### src/rtl/npu_tile_sequencer.sv
// npu_tile_sequencer: job FSM that loads A/B/C buffers, clears, computes K*K steps and writes back N PE results per tile; perf counter via NPU_SEQ_PERF_CNT_EN
module npu_tile_sequencer #(
  parameter int N      = 10,
  parameter int K_SIZE = 3,
  parameter int TILE_W = 8
) (
  input  logic              clk,
  input  logic              rst_n,
  input  logic              start,
  input  logic [TILE_W-1:0] num_tiles,
  input  logic              relu_en,
  input  logic              broadcast_en,
  input  logic              in_valid,
  output logic              in_ready,
  output logic              wr_en,
  output logic [5:0]        wr_addr,
  output logic [N-1:0]      pe_en,
  output logic [N-1:0]      pe_reg_reset,
  output logic [N-1:0]      pe_mode_sel,
  output logic [3:0]        pe_mux_a_sel,
  output logic [4:0]        pe_mux_b_sel,
  output logic              out_valid,
  input  logic              out_ready,
  output logic [3:0]        out_sel,
`ifdef NPU_SEQ_PERF_CNT_EN
  output logic [31:0]       perf_cycles,
`endif
  output logic              busy,
  output logic              done
);
  localparam int AW = N * K_SIZE;
  localparam int KK = K_SIZE * K_SIZE;
  typedef enum logic [2:0] {IDLE, LOAD_A, LOAD_B, LOAD_C, CLEAR, COMPUTE, WRITE_BACK, DONE} state_t;
  state_t state_q, state_d;
  logic [TILE_W-1:0] tile_q, tile_d, ntiles_q, ntiles_d;
  logic relu_q, relu_d, bcast_q, bcast_d;
  logic [5:0] addr_q, addr_d;
  logic [4:0] cnt_q, cnt_d;
  // state and job registers; reset returns to IDLE with everything cleared
  always_ff @(posedge clk or negedge rst_n) begin
    if (!rst_n) begin
      state_q  <= IDLE;
      tile_q   <= '0;
      ntiles_q <= '0;
      relu_q   <= 1'b0;
      bcast_q  <= 1'b0;
      addr_q   <= '0;
      cnt_q    <= '0;
    end else begin
      state_q  <= state_d;
      tile_q   <= tile_d;
      ntiles_q <= ntiles_d;
      relu_q   <= relu_d;
      bcast_q  <= bcast_d;
      addr_q   <= addr_d;
      cnt_q    <= cnt_d;
    end
  end
  // next-state and per-state outputs; addr_q runs continuously through A, B, C on tile 0
  always_comb begin
    state_d      = state_q;
    tile_d       = tile_q;
    ntiles_d     = ntiles_q;
    relu_d       = relu_q;
    bcast_d      = bcast_q;
    addr_d       = addr_q;
    cnt_d        = cnt_q;
    in_ready     = 1'b0;
    wr_addr      = '0;
    pe_en        = '0;
    pe_reg_reset = '0;
    pe_mode_sel  = '0;
    pe_mux_a_sel = '0;
    pe_mux_b_sel = '0;
    out_valid    = 1'b0;
    out_sel      = '0;
    done         = 1'b0;
    busy         = state_q != IDLE;
    case (state_q)
      IDLE: if (start) begin
        ntiles_d = num_tiles;
        relu_d   = relu_en;
        bcast_d  = broadcast_en;
        tile_d   = '0;
        addr_d   = '0;
        cnt_d    = '0;
        state_d  = (num_tiles == '0) ? DONE : LOAD_A;
      end
      LOAD_A, LOAD_B, LOAD_C: begin
        in_ready = 1'b1;
        wr_addr  = addr_q;
        if (in_valid) begin
          addr_d = addr_q + 6'd1;
          if (state_q == LOAD_A && addr_q == 6'(AW - 1)) state_d = (tile_q == '0) ? LOAD_B : CLEAR;
          if (state_q == LOAD_B && addr_q == 6'(2 * AW - 1)) state_d = LOAD_C;
          if (state_q == LOAD_C && addr_q == 6'(2 * AW + K_SIZE - 1)) state_d = CLEAR;
        end
      end
      CLEAR: begin
        pe_reg_reset = '1;
        pe_mode_sel  = {N{relu_q}};
        cnt_d        = '0;
        state_d      = COMPUTE;
      end
      COMPUTE: begin
        pe_en        = '1;
        pe_mode_sel  = {N{relu_q}};
        pe_mux_a_sel = 4'(cnt_q);
        pe_mux_b_sel = cnt_q + (bcast_q ? 5'(KK) : 5'd0);
        cnt_d        = cnt_q + 5'd1;
        if (cnt_q == 5'(KK - 1)) begin
          cnt_d   = '0;
          state_d = WRITE_BACK;
        end
      end
      WRITE_BACK: begin
        out_valid   = 1'b1;
        pe_mode_sel = {N{relu_q}};
        out_sel     = 4'(cnt_q);
        if (out_ready) begin
          cnt_d = cnt_q + 5'd1;
          if (cnt_q == 5'(N - 1)) begin
            cnt_d   = '0;
            addr_d  = '0;
            tile_d  = tile_q + TILE_W'(1);
            state_d = (tile_d == ntiles_q) ? DONE : LOAD_A;
          end
        end
      end
      DONE: begin
        done    = 1'b1;
        state_d = IDLE;
      end
      default: state_d = IDLE;
    endcase
    wr_en = in_valid & in_ready;
  end
`ifdef NPU_SEQ_PERF_CNT_EN
  logic [31:0] perf_q;
  // busy-cycle counter restarted by each accepted job, saturating at all ones
  always_ff @(posedge clk or negedge rst_n) begin
    if (!rst_n) perf_q <= '0;
    else if (state_q == IDLE && start) perf_q <= '0;
    else if (busy && perf_q != '1) perf_q <= perf_q + 32'd1;
  end
  assign perf_cycles = perf_q;
`endif
endmodule

### config.mk
export PLATFORM = sky130hd
export DESIGN_NAME = npu_tile_sequencer
export DESIGN_NICKNAME = d
export VERILOG_FILES = /design/src/rtl/npu_tile_sequencer.sv
export SDC_FILE = /design/constraint.sdc
export NUM_CORES = 1
export LEC_CHECK = 0
export ABC_AREA = 0
export BUFFER_PORTS_ARGS = -buffer_cell sky130_fd_sc_hd__buf_2
export CAP_MARGIN = 20
export CORE_ASPECT_RATIO = 0.8
export CORE_UTILIZATION = 53
export CTS_CLUSTER_DIAMETER = 30
export DETAILED_ROUTE_END_ITERATION = 12
export PLACE_DENSITY = 0.87
export SETUP_SLACK_MARGIN = 0.1
export SLEW_MARGIN = 20
export SYNTH_ARGS = -nofsm -noshare
export SYNTH_HDL_FRONTEND = slang
export SYNTH_SLANG_ARGS = --single-unit
### constraint.sdc
create_clock -name clk -period 2.2 [get_ports clk]
set_input_delay 0.11 -clock clk [delete_from_list [all_inputs] [get_ports clk]]
set_output_delay 0.11 -clock clk [all_outputs]
set_load 0.01 [all_outputs]
Word level (Yosys, flattened, before mapping). Cells that the tools add are included. Widths: inputs -> output; s select.

Register bits after elaboration: 32. Input bits: 15. Output and inout bits: 54. Logic and storage cells: 85.

Add/sub/neg operators: 4. Equal/unequal tests: 19. Mux-type cells: 37. Bitwise logic cells: 1. Reduce and logical (&&, ||, !) cells: 17.

Operator list (count): $mux 3 (11); $mux 10 (3); $mux 6 (5); $mux 5 (5); $mux 8 (3); $pmux 5 s4 (1); $pmux 3 s6 (1); $pmux 6 s3 (1); $logic_not 8->1 (2); $pmux 8 s2 (1); $eq 3x3->1 const B (4); $eq 6x6->1 const B (2); $mux 4 (3); $eq 5x4->1 const B (2); $ne 2x2->1 const B (5); $add 8x1->8 const B (1); $eq 8x8->1 (1); $add 6x1->6 const B (1); $eq 3x2->1 const B (2); $eq 6x5->1 const B (1); $reduce_and 6->1 (1); $reduce_bool 3->1 (2); $reduce_or 3->1 (2); $add 5x1->5 const B (1); 13 further kinds (17).

Depth between registers and ports, before layout. Gate-level depths: netlist (run 1).

Depth in word-level cells: 7. Mapped depth: 9. Depth with buffers taken out: 8.

Worst setup path before layout (run 1). No wires, ideal clock.

Path type: register to register. From: register state_q[1]. To: register state_q[1]. Setup time: 0.087 ns. Arrival time: 1.933 ns. Slack: 0.180 ns. Cell stages (with the launch flop): 7. Period minus slack after synthesis: 2.020 ns. Path through: dfrtp_1 buf_6 nor3b_1 or4_4 nand3b_4 or4_1 o211ai_1.

Word-level cells in the longest chain between the ends: 6. Elaborated cells on any way between the ends: 23.

RTL lines: start: declaration (line 34) `state_t state_q, state_d;`; start signal: assignment (line 50) `state_q <= state_d;`; $eq 3x2->1 (line 79, 95); $logic_and 1x1->1 (line 95) `if (state_q == LOAD_B && addr_q == 6'(2 * AW - 1)) state_d = LOAD_C;`; $mux 3 (line 95); $mux 3 (line 96) `if (state_q == LOAD_C && addr_q == 6'(2 * AW + K_SIZE - 1)) state_d = CLEAR;`; $mux 3 (line 92) `if (in_valid) begin`; $pmux 3 s6 (line 79) `case (state_q)`.

Several ways; a longest one is shown, not always the timed one. The select of a mux whose other input is x is not followed. A chain may end at the register's enable or synchronous reset.

Final worst setup path (run 1).
From: register state_q[0]. To: register state_q[1].

The elaborated chain is that of the path after synthesis.

==> results of run 1 <==
power groups by stage:
stage	sequential, µW	combinational [µW]	clock [µW]
after global routing	1030	2430	485
after CTS	994	1890	454
after floorplan	906	1580	0
after global placement	991	1820	0
final	1010	2240	456
after detailed placement	1000	1860	0
worst max-delay path by stage:
stage          startpoint         endpoint
5_1_grt        state_q[2]  pe_reg_reset[5]
4_1_cts         tile_q[0]       state_q[2]
3_3_place_gp    tile_q[0]       state_q[2]
6_report       state_q[0]       state_q[1]
2_1_floorplan  state_q[1]       state_q[1]
3_5_place_dp    tile_q[0]       state_q[2]
cells in the mapped netlist (2+ instances only):
| cell type | instances | area [µm²] |
|---|---|---|
| mux2_2 | 10 | 113 |
| o211ai_1 | 2 | 15.0 |
| and2_1 | 9 | 56.3 |
| o31ai_1 | 3 | 22.5 |
| a31oi_1 | 2 | 12.5 |
| dfrtp_1 | 32 | 801 |
| nand2b_1 | 5 | 31.3 |
| o21ai_0 | 17 | 85.1 |
| nand3_1 | 12 | 60.1 |
| nand4_1 | 5 | 31.3 |
| o41ai_1 | 2 | 17.5 |
| inv_1 | 12 | 45.0 |
| xor2_1 | 7 | 61.3 |
| clkbuf_1 | 11 | 41.3 |
| nor4_1 | 4 | 25.0 |
| or2_2 | 2 | 12.5 |
| nor2_1 | 21 | 78.8 |
| nor3_1 | 10 | 50.1 |
| ha_1 | 11 | 138 |
| a21oi_1 | 8 | 40.0 |
| nor4bb_1 | 2 | 20.0 |
| and3b_1 | 2 | 17.5 |
| nand2_1 | 22 | 82.6 |
| xnor2_1 | 10 | 87.6 |
| buf_4 | 31 | 233 |
| nor3b_1 | 4 | 30.0 |
| o22ai_1 | 2 | 12.5 |
| and3_1 | 7 | 43.8 |
sequential cells by signal (all words and copies together), names as in the netlist:
name and flops:
addr_q 6, bcast_q 1, cnt_q 5, ntiles_q 8, relu_q 1, state_q 3
tile_q 8
worst max-delay path: stages (launching register included):
cell      delay [ns]
dfrtp_2         0.47
nor3b_1         0.17
or4_4           0.53
nand3b_4        0.19
or4_1           0.52
o211ai_1        0.11
metrics by stage:
stage / hold WS [ns] / util
floorplan: -0.186 / -
global placement: 0.201 / 0.622
detailed placement: 0.203 / 0.622
CTS: 0.0541 / 0.647
global route: 0.0532 / 0.694
finish: 0.0528 / 0.694
cell type report:
type                    instances  area share
multi-input cells             198       0.475
clock buffers                   5      0.0230
repair buffers                 95       0.185
flip-flops and latches         32       0.271
inverters                      12      0.0163
clock inverters                 3     0.00628
well taps                      57      0.0239
layer usage:
layer,vias to the layer above,part of all wire
li1,1088,-
met1,1081,0.43
met4,0,0.027
met3,21,0.062
met5,-,0
met2,111,0.48
cell families after synthesis:
kind of cell    Yosys count  share of synthesized area
flops                    32                      0.326
simple gates            114                      0.258
fa+ha+maj                11                     0.0560
xor+xnor                 17                     0.0606
buf+inv                  55                      0.134
compound gates           46                      0.119
mux                      10                     0.0458
repair_timing:
| item | in CTS | in global routing |
|---|---|---|
| pin swaps | 0 | 8 |
| resized for setup | 4 | 28 |
| hold buffers | 1 | 0 |
| endpoints found under the setup margin | 7 | 21 |
| setup buffers | 0 | 13 |
| endpoints found under the hold margin | 32 | 0 |
==> reports/metrics.csv, run 1 <==
metric;value;unit
cts_buffers;5;
postSynthCellCount;285;
use_met1;0.344;
grt.met3_usage;0.0438;
rr_worst_depth;5;
synth_edf_count;0;
power.share.switching;0.445;
internal-power;2060;µW
clk_latency;0.29;ns
vias_per_cell;5.72;
start_util;0.570;
grt_usage;0.250;
design_area;2990;µm²
io_buffers;68;
final_cells;402;
rsz0062_at_grt;false;
grt_overflow;0;
yosys_warnings;0;
seqPwrFrac;0.272;
power;3710;µW
reg2reg_to;state_q[1];
yosysUniqueCellTypes;48;
start_kind;flop;
hold_depth;2;
worst_slew_pin_slew;0.715;ns
setup_viol;0;
remaining_drc_errors;0;
pwr-share-comb;0.605;
rows;21;
status;completed;
fin_crit_sh;0.945;
hp-class;in -> reg;
path_clk_slew;0.07;ns
fin_nets;370;
die_width;78.1;µm
ys_async_sr_fraction;1.00;
grt_max_degree;33;
cts_tree;yes;
switching_power;1650;µW
placed_area;2680;µm²
period_minus_slack;2.08;ns
hold_viol_final;0;
post-place-ws;0.0479;ns
nFillCells;317;
dieArea;4910;µm²
synthFlopType;dfrtp_1;
wire_per_inst;15.7;µm
rr_startpoint;state_q[0];
drt_first_pass_iters;5;
max_slew_margin;0.523;
dp_cells;380;
cp-end-kind;flop;
r2r_slack;0.12;ns
areaGrowthSynthToFinish;21.7;%
critPathRequiredTime;2.41;ns
tns;0;ns
die_h;62.9;µm
dp_hpwl;4.28;mm
vias;2301;
h-tree-depth;2;
slew_viol_final;0;
ant_nets;0;
drive_gt1_frac;0.409;
cts.root.buffer_cell;clkbuf_8;
min_from;broadcast_en;
insertedDiodeCount;0;
gp_congestion;0.904;
seq_area;810;µm²
ir_drop;0.752;mV
antenna_found_initial;0;
grt_pass1_vias;1989;
syn_nets;311;
leakage;0.00143;µW
cp_max_fo;7;
whs_endpoint;bcast_q;
fp.coreArea;4310;µm²
cts_buffer_depth;2;
ios;69;
synth_seq_cells;32;
numClockSinks;32;
ys_seq_area_frac;0.326;
grt_first_pass_wirelength;9.62;mm
fmax;0.481;GHz
drt_wl_total;6.30;mm
path_class;reg -> reg;
multiInputGateArea;1420;µm²
drt_iter0_drc;190;
clockPowerShare;0.123;
p_per_area;1240;nW/µm²
fin_ws;0.121;ns
use_met2;0.396;
syn_avg_cell_area;8.62;µm²
cap_violations;0;
fin_skew;0.00334;ns
grt.busiest_layer;met2;
worstPathArrival;2.29;ns
final_common_cell;buf_2;
synthesis.area;2460;µm²
layout_common_cells;buf_2 (68), dfrtp_1 (25), buf_4 (24);
Power figures use the tool's default switching activity.
==> run 2, diff against run 1 <==
Settings changed: CORE_ASPECT_RATIO 0.8 to 0.6.
==> reports/metrics.csv, run 2 (synthesis gave the netlist of run 1 again) <==
metric;value;unit
drt_wl_total;6.33;mm
die_h;54.7;µm
status;completed;
layout_common_cells;buf_2 (68), dfrtp_1 (27), buf_4 (23);
path_cells;nor3b_1 -> or4_4 -> nand3b_4 -> or4_1 -> o211ai_1;
die_width;89.9;µm
r2r_slack;0.11;ns
ir_drop;0.820;mV
areaGrowthSynthToFinish;19.7;%
drive_gt1_frac;0.374;
critical_path.top_delay_family;simple AND/OR/NAND/NOR gates;
leakage;0.00144;µW
path_class;reg -> reg;
cp_max_fo;7;
rows;18;
fmax;0.479;GHz
io_buffers;68;
cp-end-kind;flop;
dp_hpwl;4.61;mm
h-tree-depth;2;
worstPathArrival;2.29;ns
fin_skew;0.00400;ns
grt_usage;0.265;
use_met2;0.419;
p_per_area;1260;nW/µm²
antenna_found_initial;0;
clk_latency;0.29;ns
clockPowerShare;0.169;
nFillCells;346;
hp-class;in -> reg;
reg2reg_to;state_q[1];
hold_viol_final;0;
tns;0;ns
grt_overflow;0;
use_met1;0.370;
post-place-ws;0.111;ns
design_area;2940;µm²
placed_area;2710;µm²
grt.busiest_layer;met2;
multiInputGateArea;1360;µm²
remaining_drc_errors;0;
max_stage_delay;0.53;ns
ant_nets;0;
power.share.switching;0.423;
rsz0062_at_grt;true;
pwr-share-comb;0.562;
slowest_stage;or4_4;
drt_first_pass_iters;6;
fin_ws;0.111;ns
seqPwrFrac;0.269;
cts_tree;yes;
grt.met3_usage;0.0611;
insertedDiodeCount;0;
slew_viol_final;0;
fin_crit_sh;0.950;
crit_start;state_q[0];
vias;2277;
ios;69;
rr_worst_depth;5;
switching_power;1570;µW
gp_congestion;0.903;
crit_path_end;state_q[1];
period_minus_slack;2.09;ns
rr_startpoint;state_q[0];
start_kind;flop;
cts.root.buffer_cell;clkbuf_8;
final_core_util;0.687;
crit_buf_inv;0;
grt_max_degree;33;
fin_nets;367;
drt_iter0_drc;182;
vias_per_cell;5.66;
dieArea;4920;µm²
fp.coreArea;4280;µm²
max_slew_margin;0.535;
numClockSinks;32;
cts_buffer_depth;2;
grt_pass1_vias;1967;
grt_first_pass_wirelength;9.78;mm
worst_slew_pin_slew;0.698;ns
internal-power;2150;µW
cap_violations;0;
critPathRequiredTime;2.40;ns
wire_per_inst;15.7;µm
cts_buffers;5;
seq_area;807;µm²
reg_top3;ntiles_q (8), tile_q (8), addr_q (6);
final_common_cell;buf_2;
start_util;0.574;
path_clk_slew;0.07;ns
setup_viol;0;
crit_cells;5;
-- run 2: metal layers --
layer  up-vias  wire (µm)
met2       119       2690
met5         -          0
li1       1071          -
met3        10        539
met1      1077       3020
met4         0         72
-- run 2: layout make-up --
type | instances | area share
Tap cell | 60 | 0.0255
Multi-Input combinational cell | 198 | 0.463
Clock buffer | 7 | 0.0328
Sequential cell | 32 | 0.274
Inverter | 12 | 0.0166
Timing Repair Buffer | 92 | 0.178
Clock inverter | 1 | 0.0102
-- run 2: per-stage QoR --
stage	instances	total power, µW	hold WS, ns
after global routing	402	3970	0.0542
after CTS	396	3570	0.0530
after detailed placement	387	2920	0.206
after floorplan	285	2490	-0.186
final	402	3720	0.0519
after global placement	387	2840	0.200
-- run 2: power by group through the flow --
stage / Clock (µW) / Combinational, µW / Sequential, µW
final: 628 / 2090 / 999
after global routing: 660 / 2280 / 1030
after CTS: 626 / 1950 / 996
after detailed placement: 0 / 1920 / 1000
after global placement: 0 / 1860 / 981
after floorplan: 0 / 1580 / 906
-- run 2: timing repair --
| action | 4_1_cts | 5_1_grt |
|---|---|---|
| endpoints found under the setup margin | 6 | 20 |
| gates resized for setup | 3 | 10 |
| hold endpoints to repair | 32 | 0 |
| buffers inserted | 0 | 6 |
| pin swaps | 0 | 1 |
| hold buffers | 1 | 0 |
-- run 2: worst min-delay path by stage --
stage	end	cells past startpoint	startpoint
after CTS	bcast_q	2	broadcast_en
after global routing	bcast_q	2	broadcast_en
after floorplan	addr_q[0]	0	rst_n
after detailed placement	addr_q[3]	1	rst_n
after global placement	addr_q[3]	1	rst_n
final	bcast_q	2	broadcast_en
